--- src/rtl/aes256_round_ctrl.sv ---
// ----------------------------------------------------------------------------
// aes256_round_ctrl
//
// Iterative AES round sequencer. Holds the 128-bit state register and the round
// counter, accepts one plaintext block over a valid/ready handshake, applies the
// initial AddRoundKey itself and then steps an external combinational round
// datapath once per cycle until the ciphertext sits in the state register.
//
// State layout: byte n of the block lives at [127-8n -: 8], column-major, which
// is the layout the round datapath expects.
//
// Parameters
//   NR  number of rounds (10, 12 or 14); the round counter is 4 bits wide
//   DW  block width, 128 only
//
// Ports
//   clk         rising-edge clock
//   rst         synchronous active-high reset
//   abort       (AES_ABORT_EN only) drop the block in flight and return to IDLE
//   in_valid    plaintext offered
//   in_ready    controller is idle and will take a block
//   in_data     plaintext block
//   out_valid   ciphertext held on out_data
//   out_ready   consumer takes the ciphertext
//   out_data    state register
//   key_idx     round-key index requested this cycle
//   rk          round key for key_idx (combinational from the key store)
//   rnd_state   state handed to the round datapath (state register)
//   rnd_final   current round is the last one (datapath skips MixColumns)
//   rnd_result  round datapath output
//   busy        block in flight or ciphertext waiting
//
// Build option
//   AES_ABORT_EN  when defined, adds the abort input. Without it, a started block
//                 always runs to completion unless rst is asserted.
// ----------------------------------------------------------------------------
module aes256_round_ctrl #(
  parameter int NR = 14,
  parameter int DW = 128
) (
  input  logic          clk,
  input  logic          rst,
`ifdef AES_ABORT_EN
  input  logic          abort,
`endif
  input  logic          in_valid,
  output logic          in_ready,
  input  logic [DW-1:0] in_data,
  output logic          out_valid,
  input  logic          out_ready,
  output logic [DW-1:0] out_data,
  output logic [3:0]    key_idx,
  input  logic [DW-1:0] rk,
  output logic [DW-1:0] rnd_state,
  output logic          rnd_final,
  input  logic [DW-1:0] rnd_result,
  output logic          busy
);

  if (!(NR == 10 || NR == 12 || NR == 14) || DW != 128) begin : g_param_check
    $error("aes256_round_ctrl: NR must be 10/12/14 and DW must be 128");
  end

  typedef enum logic [1:0] {
    S_IDLE,
    S_ROUND,
    S_DONE
  } state_t;

  localparam logic [3:0] NR_L = 4'(NR);

  state_t        r_state;
  logic [3:0]    r_cnt;
  logic [DW-1:0] r_data;
  logic          r_in_ready;
  logic          r_out_valid;
  logic          r_busy;
  logic          r_rnd_final;
  logic [3:0]    r_key_idx;

  logic          w_abort;
  logic [3:0]    w_cnt_inc;

`ifdef AES_ABORT_EN
  assign w_abort = abort;
`else
  assign w_abort = 1'b0;
`endif

  assign w_cnt_inc = r_cnt + 4'd1;

  // All status outputs are registered alongside the FSM so that nothing on the
  // output side depends combinationally on in_valid/out_ready. Each transition
  // therefore loads the output values that belong to the state being entered.
  always_ff @(posedge clk) begin
    // Abort only acts on a block in flight; in IDLE it is ignored. rst wins
    // simply because it shares this branch.
    if (rst || (w_abort && (r_state != S_IDLE))) begin
      r_state     <= S_IDLE;
      r_cnt       <= 4'd0;
      r_data      <= '0;
      r_in_ready  <= 1'b1;
      r_out_valid <= 1'b0;
      r_busy      <= 1'b0;
      r_rnd_final <= 1'b0;
      r_key_idx   <= 4'd0;
    end else begin
      case (r_state)
        S_IDLE: begin
          if (in_valid) begin
            // Initial AddRoundKey uses rk for key_idx=0, presented while idle.
            r_state     <= S_ROUND;
            r_cnt       <= 4'd1;
            r_data      <= in_data ^ rk;
            r_in_ready  <= 1'b0;
            r_busy      <= 1'b1;
            r_key_idx   <= 4'd1;
            r_rnd_final <= 1'b0;
          end
        end
        S_ROUND: begin
          r_data <= rnd_result;
          if (r_cnt == NR_L) begin
            // Counter parks at NR while the ciphertext waits in DONE.
            r_state     <= S_DONE;
            r_out_valid <= 1'b1;
            r_key_idx   <= 4'd0;
            r_rnd_final <= 1'b0;
          end else begin
            r_cnt       <= w_cnt_inc;
            r_key_idx   <= w_cnt_inc;
            r_rnd_final <= (w_cnt_inc == NR_L);
          end
        end
        S_DONE: begin
          // No same-cycle reload: a new block is only taken from IDLE.
          if (out_ready) begin
            r_state     <= S_IDLE;
            r_cnt       <= 4'd0;
            r_out_valid <= 1'b0;
            r_busy      <= 1'b0;
            r_in_ready  <= 1'b1;
          end
        end
        default: begin
          r_state <= S_IDLE;
        end
      endcase
    end
  end

  assign in_ready  = r_in_ready;
  assign out_valid = r_out_valid;
  assign busy      = r_busy;
  assign key_idx   = r_key_idx;
  assign rnd_final = r_rnd_final;
  assign out_data  = r_data;
  assign rnd_state = r_data;

endmodule

--- config.mk ---
export PLATFORM = sky130hd
export DESIGN_NAME = aes256_round_ctrl
export DESIGN_NICKNAME = d
export VERILOG_FILES = /design/src/rtl/aes256_round_ctrl.sv
export SDC_FILE = /design/constraint.sdc
export NUM_CORES = 1
export LEC_CHECK = 0
export CAP_MARGIN = 20
export CORE_AREA = 2 2 255 257
export CTS_BUF_LIST = sky130_fd_sc_hd__clkbuf_2 sky130_fd_sc_hd__clkbuf_4 sky130_fd_sc_hd__clkbuf_8
export DETAILED_ROUTE_END_ITERATION = 8
export DIE_AREA = 0 0 257 259
export MAX_ROUTING_LAYER = met4
export SETUP_SLACK_MARGIN = 0.15
export SLEW_MARGIN = 20
export SYNTH_ARGS = -nofsm -noshare
export SYNTH_HDL_FRONTEND = slang
export SYNTH_SLANG_ARGS = --single-unit
--- constraint.sdc ---
create_clock -name clk -period 4.4 [get_ports clk]
set_input_delay 0.66 -clock clk [delete_from_list [all_inputs] [get_ports clk]]
set_output_delay 0.66 -clock clk [all_outputs]
set_load 0.03 [all_outputs]
# After elaboration in Yosys (flattened, before gate mapping)
# Cells that the tools add are included.
# op_classes
n_addsub	1
n_eq_ne	8
muxes	22
bitwise_logic	1
reduce_logical	10
# op_table
op	n
128-bit case mux with 2 select lines	1
128-bit 2-to-1 mux	1
128-bit XOR	1
4-bit 2-to-1 mux	4
4-bit case mux with 3 select lines	1
3-bit AND reduction	3
4-bit equality test, second input constant	2
2-bit inequality test, second input constant	4
1-bit case mux with 2 select lines	4
4-bit case mux with 2 select lines	1
1-bit 2-to-1 mux	6
2-bit 2-to-1 mux	3
2-bit case mux with 3 select lines	1
2-bit nonzero test	3
4-bit by 1-bit adder with 4-bit output, second input constant	1
4-bit AND reduction	1
3-bit nonzero test	1
2-bit by 1-bit equality test with 1-bit output, second input constant	1
2-bit equality test, second input constant	1
2-bit logical NOT	1
2-bit AND reduction	1
# totals
ff_bits	142
inputBits	388
output_inout_bits	264
word_cells	50

# Longest topological paths before layout
# Gate-level depths: netlist of the first run.
# depth
depth_word	4
mapped_depth	9
mapped_depth_nobuf	6

# Worst setup path after synthesis of the first run
# OpenSTA, ideal clock, no wires.
# synth_timing
path_kind	input port to flip-flop
from	input rst
to	register r_data[69] (netlist: out_data[69])
t_arrival_ns	1.617
required_time_ns	4.251
path_slack_ns	2.634
cell_stages	4
cell_sequence	clkbuf_1 > clkbuf_1 > clkbuf_1 > a2111oi_1
# synth_lines
element	line_no	source
from (decl)	42	input logic rst,
to (signal assigned)	114	r_data <= in_data ^ rk;
to (signal assigned)	122	r_data <= rnd_result;
to (decl)	74	logic [DW-1:0] r_data;
# No word-level cell between the ends.

# Worst setup path in the final report of the first run
# layout_timing
from	register r_state[1]
to	register r_data[110] (netlist: out_data[110])
# layout_between
elab_chain_cells	3
word_cells_on_any_way	6
classes_between	eq/ne (2); mux (1); reduce/logical (3)
# layout_lines
element	line_no	source
from (decl)	72	state_t r_state;
from (signal assigned)	99	r_state <= S_IDLE;
from (signal assigned)	112	r_state <= S_ROUND;
from (signal assigned)	125	r_state <= S_DONE;
2-bit by 1-bit equality test with 1-bit output or 2-bit logical NOT (tied branches)	108	case (r_state)
2-bit nonzero test (no line) or 2-bit inequality test (tied branches)	n/a	
2-bit AND reduction (no line)	n/a	
# Parallel ways exist; a longest one is shown, timed or not.
# A chain may end at the register's enable or synchronous reset.

==> results by group, run 1 <==
Status
  – Outcome: finished, final reports clean

Clock tree
  – H-tree depth: 4
  – Clk Latency, worst-skew pair: ~0.52 ns
  – CTS Hold Buffers Added: 0
  – CTS clk-pin slew, worst paths: 0.09 ns
  – Max Root-Sink Buffers: 2
  – TritonCTS buffer count: 17
  – CTS tree: yes
  – Clk root buf: clkbuf_8
  – Post-CTS setup buffers: 0
  – Clk sinks: 142
  – CTS resizes: 0

Timing
  – Tmin final: 2.70 ns
  – RSZ-0062 raised after global routing: false
  – Slew headroom: 30.3%
  – Setup_tns: 0 ns
  – Period utilization: approximately three fifths
  – Slew Viols, Final: 0
  – Skew final: 0.0107 ns
  – Tightest Pin Transition: 1.04 ns
  – Hold Vio Cnt, Final: 0
  – Final Setup Violations: 0
  – Fmax: 0.370 GHz

Hold path
  – Hold Path Class: flip-flop to flip-flop
  – Worst Hold Path Cells: 2
  – Hold Crit Endpoint: out_valid
  – Min-delay src: out_valid

Yosys
  – Post-Syn Nets: 1451
  – YS warnings: 0
  – Seq/Total Area, Yosys: 32.3%
  – Mean Syn Cell Area: 8.35 um2
  – Post-synth EDFFs: 0
  – Synth Instances: 1055
  – Post-synth top area share: about a third
  – Netlist cell types: 36
  – #FFs+latches synth: 142
  – Post-synth top flop: dfxtp_1
  – Syn Std Cell Area: 0.00881 mm2
  – Synth area leader: dfxtp_1
  – Largest cells by area after synthesis: dfxtp_1 (32%), xor2_1 (13%), buf_4 (12%), nor2_1 (11%), o22ai_1 (9.1%)
  – Synth async-reset ratio: 0%

Power
  – Power per cell area: about 380 mW/mm2
  – Pleak: 0.00556 uW
  – Max VDD drop: 0.000197 V
  – Total Power: 5910 uW

Route
  – # DRC: 0
  – Drt total wl: 41000 um
  – Remaining antenna violation count: 0
  – DRT iter0 DRCs: 569
  – Pre-antenna DRT Iters: 5
  – Vias per cell: 4.05
  – Wire per inst: 17.1 um
  – Via Count: ~9700

Global routing
  – Grt total ovfl: 0
  – First-pass GRT wire length: 59400 um
  – Total track usage: 12.0%
  – Largest net degree at the start of global routing: 117
  – Number of global-route vias before repair: 9583
  – Initial antenna violation count: 2

Critical path
  – Slack of the worst reg-to-reg path: ~1.7 ns
  – Worst-path fanout max: 67
  – Req. time, crit path: 4.76 ns
  – Critical Path, Cell by Cell: inv_1 -> ha_1 -> inv_4 -> buf_4 -> a2111oi_0
  – Worst EP arrival: 3.06 ns
  – Slowest CP cell: buf_4
  – RR Startpoint: r_state[1]
  – RR Endpoint: out_data[110]
  – Crit. End Element: flip-flop
  – CP startpoint kind: flip-flop
  – Crit path largest cell delay: 0.76 ns
  – Setup Crit Path Kind: flip-flop to flip-flop
  – Register-to-Register Path Depth: 5

Layout
  – Share of cells above drive strength 1: 4.96%
  – Layout fillers: 6773
  – # nets final: 1917
  – Area grow syn2layout: 77.3%

Die
  – Chip Width: 257 um
  – Initial Util: 13.8%
  – Cell Rows: 93
  – Core area: around 0.064 mm2
  – Io pins: 652
  – Die Y: 259 um
  – Die area: 0.0666 mm2

Placed design
  – Port Buffer Count: ~650
  – Gp weighted congestion: 0.890
  – DP HPWL: 31400 um

Flow run
  – Max-Cap Viols: 0
critical path, delay by kind of cell (launching register included):
kind / cells / cell delay, ns
compound gates: 1 / 0.24
buf+inv: 3 / 1.48
flops: 1 / 0.41
fa+ha+maj: 1 / 0.35
cell families (layout without fill, tap and decap cells):
| logic type | Yosys count | in the layout | share of synthesized area [%] |
|---|---|---|---|
| adders and majority gates | 8 | 8 | 1.14 |
| xor gates and xnor gates | 130 | 130 | 12.9 |
| muxes | 1 | 1 | 0.114 |
| and+or+nand+nor | 287 | 287 | 12.9 |
| other | 0 | 3 | 0 |
| buffers and inverters | 219 | 696 | 15.7 |
| AOI/OAI and AO/OA | 268 | 268 | 24.9 |
| DFF | 142 | 142 | 32.3 |
routing by layer:
layer	GRT usage, %	vias to the layer above	share of wire, %
met5	-	-	0
met4	4.55	0	2.5
met3	3.99	44	7.9
met2	19.9	438	49
met1	13.3	4586	40
li1	-	4606	-
area by class of cell:
type | count | area, um2 | area share [%]
Sequential cell | 142 | 2840 | 18.2
Clock inverter | 10 | 139 | 0.889
Clock buffer | 20 | 269 | 1.72
Timing Repair Buffer | 660 | 6650 | 42.6
Tap cell | 855 | 1070 | 6.85
Antenna cell | 3 | 7.51 | 0.0481
Multi-Input combinational cell | 694 | 4620 | 29.6
Inverter | 6 | 25.0 | 0.160
worst max path at each step:
| stage | endpoint | cells after the start | from |
|---|---|---|---|
| after CTS | out_data[107] | 1 | out_data[107] |
| after detailed placement | out_data[110] | 5 | r_state[1] |
| after global routing | out_data[99] | 6 | r_state[1] |
| after floorplan | out_data[69] | 4 | rst |
| final | out_data[110] | 5 | r_state[1] |
| after global placement | out_data[109] | 5 | r_state[1] |
flip-flops by register name, summed over array words and instances (netlist names):
| name | count |
|---|---|
| out_data | 128 |
| key_idx | 4 |
| r_cnt | 4 |
| r_state | 2 |
| busy | 1 |
| in_ready | 1 |
| out_valid | 1 |
| rnd_final | 1 |
cells in the mapped netlist, types with 8 or more instances:
master	n
nor2_1	252
dfxtp_1	142
buf_4	136
xor2_1	129
o22ai_1	128
a2111oi_0	55
buf_2	40
a2111oi_1	31
a2111oi_2	30
clkbuf_1	29
nor3_1	14
a21oi_1	9
buf_1	8
ha_1	8
report_power, final:
group          switching (uW)  internal (uW)  total, uW
Combinational            1670           1310       2980
Sequential                259           1500       1760
Clock                     579            590       1170
Total                    2510           3400       5910
stage by stage:
stage	setup slack (ns)	util, %	instances	instance area, um2	hold slack [ns]
final	1.70	24.4	2390	15600	0.479
after global routing	1.46	24.4	2389	15600	0.513
after CTS	1.64	24.4	2387	15600	0.480
after detailed placement	1.71	23.8	2357	15200	0.463
after global placement	1.80	23.8	2357	15200	0.467
after floorplan	2.63	-	1055	8810	0.472
cells in the final DEF, fill, tap and decap left out, types with 5 or more instances in the layout:
cell type        netlist  routed
xor2_1               129     129
inv_1                  6       5
ha_1                   8       7
a2111oi_2             30      30
a2111oi_1             31      31
nor2_1               252     252
buf_12                 0       5
a21oi_1                9       9
nor3_1                14      14
dfxtp_1              142     142
a2111oi_0             55      55
clkbuf_8               0      19
o22ai_1              128     128
clkdlybuf4s50_1        0     650
(Power assumes the default switching activity.)
==> inputs of run 2 (changes only) <==
Clock period 4.4 ns to 2.55 ns, I/O delays scaled along.
==> run 2 against run 1 <==
Compared with the run above:
- combinational power is 76% higher
- first-iteration DRC count rose by 3.7%
- wire length down 1.5%
- critical endpoint is now rnd_state[116]
==> results by group, run 2 (same netlist as run 1, synthesis figures left out) <==
Timing
  – Fin worst setup slack: 0.284 ns
  – Tightest Pin Transition: 0.739 ns
  – Hold WS: 0.324 ns
  – Hold Vio Cnt, Final: 0
  – Slew Viols, Final: 0
  – Skew final: between 0.015 and 0.02 ns
  – Final Setup Violations: 0
  – Period utilization: 88.9%
  – RSZ-0062 raised after global routing: false
  – Setup_tns: 0 ns
  – Tmin final: 2.27 ns
  – Fmax: 0.441 GHz
  – Slew headroom: 50.7%

Die
  – Io pins: 652
  – Die Y: 259 um
  – Cell Rows: 93
  – Die area: 0.0666 mm2
  – Chip Width: approximately 260 um
  – Initial Util: between 10% and 20%
  – Core area: ~0.064 mm2

Layout
  – Layout fillers: 6747
  – Post-Layout Cell Count: 2409
  – Commonest non-fill, non-tap cell in the layout: clkdlybuf4s50_1
  – Footprint of the multi-input gates: roughly 0.0046 mm2
  – Commonest non-fill, non-tap cells in the layout: clkdlybuf4s50_1 (649), nor2_1 (252), dfxtp_1 (141)
  – Area grow syn2layout: 80.0%
  – Max reg flops: 128
  – Share of cells above drive strength 1: 6.07%
  – # nets final: 1932
  – Storage cell area: 0.00284 mm2

Route
  – Drt total wl: roughly 40000 um
  – # DRC: 0
  – Remaining antenna violation count: 0
  – Pre-antenna DRT Iters: 4
  – Vias per cell: 4.01
  – Wire per inst: 16.8 um
  – DRT iter0 DRCs: 590
  – Via Count: between 9000 and 10000

Power
  – Clk pwr share: 20.5%
  – Int Pwr: 6030 uW
  – Power per cell area: 655 mW/mm2
  – Switch share: 42.0%
  – Sequential Power Share: 29.2%
  – Psw: 4360 uW
  – Pleak: 0.00570 uW
  – Total Power: 10400 uW
  – Gate power share: between 50% and 60%
  – Max VDD drop: around 0.00033 V

Clock tree
  – Clk sinks: between 100 and 150
  – CTS Hold Buffers Added: 0
  – Clk Latency, worst-skew pair: 0.54 ns
  – H-tree depth: 4
  – Max Root-Sink Buffers: 2
  – CTS tree: yes
  – Clk root buf: clkbuf_8
  – Post-CTS setup buffers: 0
  – CTS clk-pin slew, worst paths: 0.10 ns
  – TritonCTS buffer count: 17

Critical path
  – Worst EP arrival: 1.88 ns
  – Critical Path, Cell by Cell: clkdlybuf4s50_1
  – CP delay by family, top: buffers and inverters
  – Req. time, crit path: 2.17 ns
  – Worst-path fanout max: 4
  – Crit. End Element: output pin
  – Crit path largest cell delay: 0.93 ns
  – CP startpoint kind: flip-flop
  – Worst Path Buf+Inv: 1
  – Setup Crit Path Kind: flip-flop to output pin
  – Slowest CP cell: clkdlybuf4s50_1

Global routing
  – First-pass GRT wire length: 59600 um
  – Number of global-route vias before repair: 9738
  – Total track usage: 12.0%
  – Initial antenna violation count: 4
  – Grt total ovfl: 0
  – Largest net degree at the start of global routing: 74

Flow run
  – Max-Cap Viols: 0

Placed design
  – DP HPWL: 31900 um
  – Pre-CTS setup slack: 0.248 ns
  – Port Buffer Count: 651
  – Gp weighted congestion: about 0.84
  – DP Cell Count: 2372

Status
  – Outcome: finished, final reports clean

Hold path
  – Hold Path Class: input port to flip-flop
[run 2: power by group through the flow]
stage / Combinational, uW / Clock (uW) / Sequential (uW)
3_5_place_dp: 5240 / 0 / 3090
5_1_grt: 5520 / 2320 / 3100
4_1_cts: 5260 / 2270 / 3040
3_3_place_gp: 5200 / 0 / 3070
6_report: 5230 / 2130 / 3030
2_1_floorplan: 2510 / 0 / 3650
[run 2: layer usage]
layer  share of wire [%]  vias up  GRT usage [%]
met1                  40     4553           13.1
met3                 7.3       50           4.16
li1                    -     4644              -
met5                   0        -              -
met4                 2.7        0           5.01
met2                  50      413           20.0
[run 2: layout make-up]
class / instances / area share (%)
clock buffer: 19 / 1.61
sequential: 142 / 17.9
inverter: 6 / 0.158
multi-input combinational: 694 / 29.1
tap: 855 / 6.75
clock inverter: 13 / 1.18
timing repair buffer: 675 / 43.2
antenna: 5 / 0.0789
[run 2: timing repair]
item | CTS | global route
gates resized for setup | 1 | 1
pin swaps | 0 | 0
gates cloned | 0 | 0
setup endpoints to repair | 2 | 1
[run 2: path summary, 6_finish.rpt]
kind	startpoint	endpoint	slack, ns	depth (start not counted)
min	rst	out_data[2]	0.32	3
max	out_data[116]	rnd_state[116]	0.28	1
min reg2reg	out_valid	out_valid	0.48	2
max reg2reg	r_state[1]	out_data[97]	0.41	7
[run 2: tightest hold or removal path, cell delays in order]
cell and delay [ns]:
buf_6 0.09, buf_12 0.24, a2111oi_1 0.08
[run 2: stage by stage]
| step | utilization, % | instance area (um2) |
|---|---|---|
| global route | 24.8 | 15900 |
| finish | 24.8 | 15900 |
| detailed placement | 24.1 | 15400 |
| global placement | 24.1 | 15400 |
| CTS | 24.8 | 15800 |
| floorplan | - | 8810 |
==> inputs of run 3 (changes only) <==
Settings changed: GPL_ROUTABILITY_DRIVEN set to 0.
==> results of run 3 <==
Final layout, timing and power as in run 2 (identical DEF).
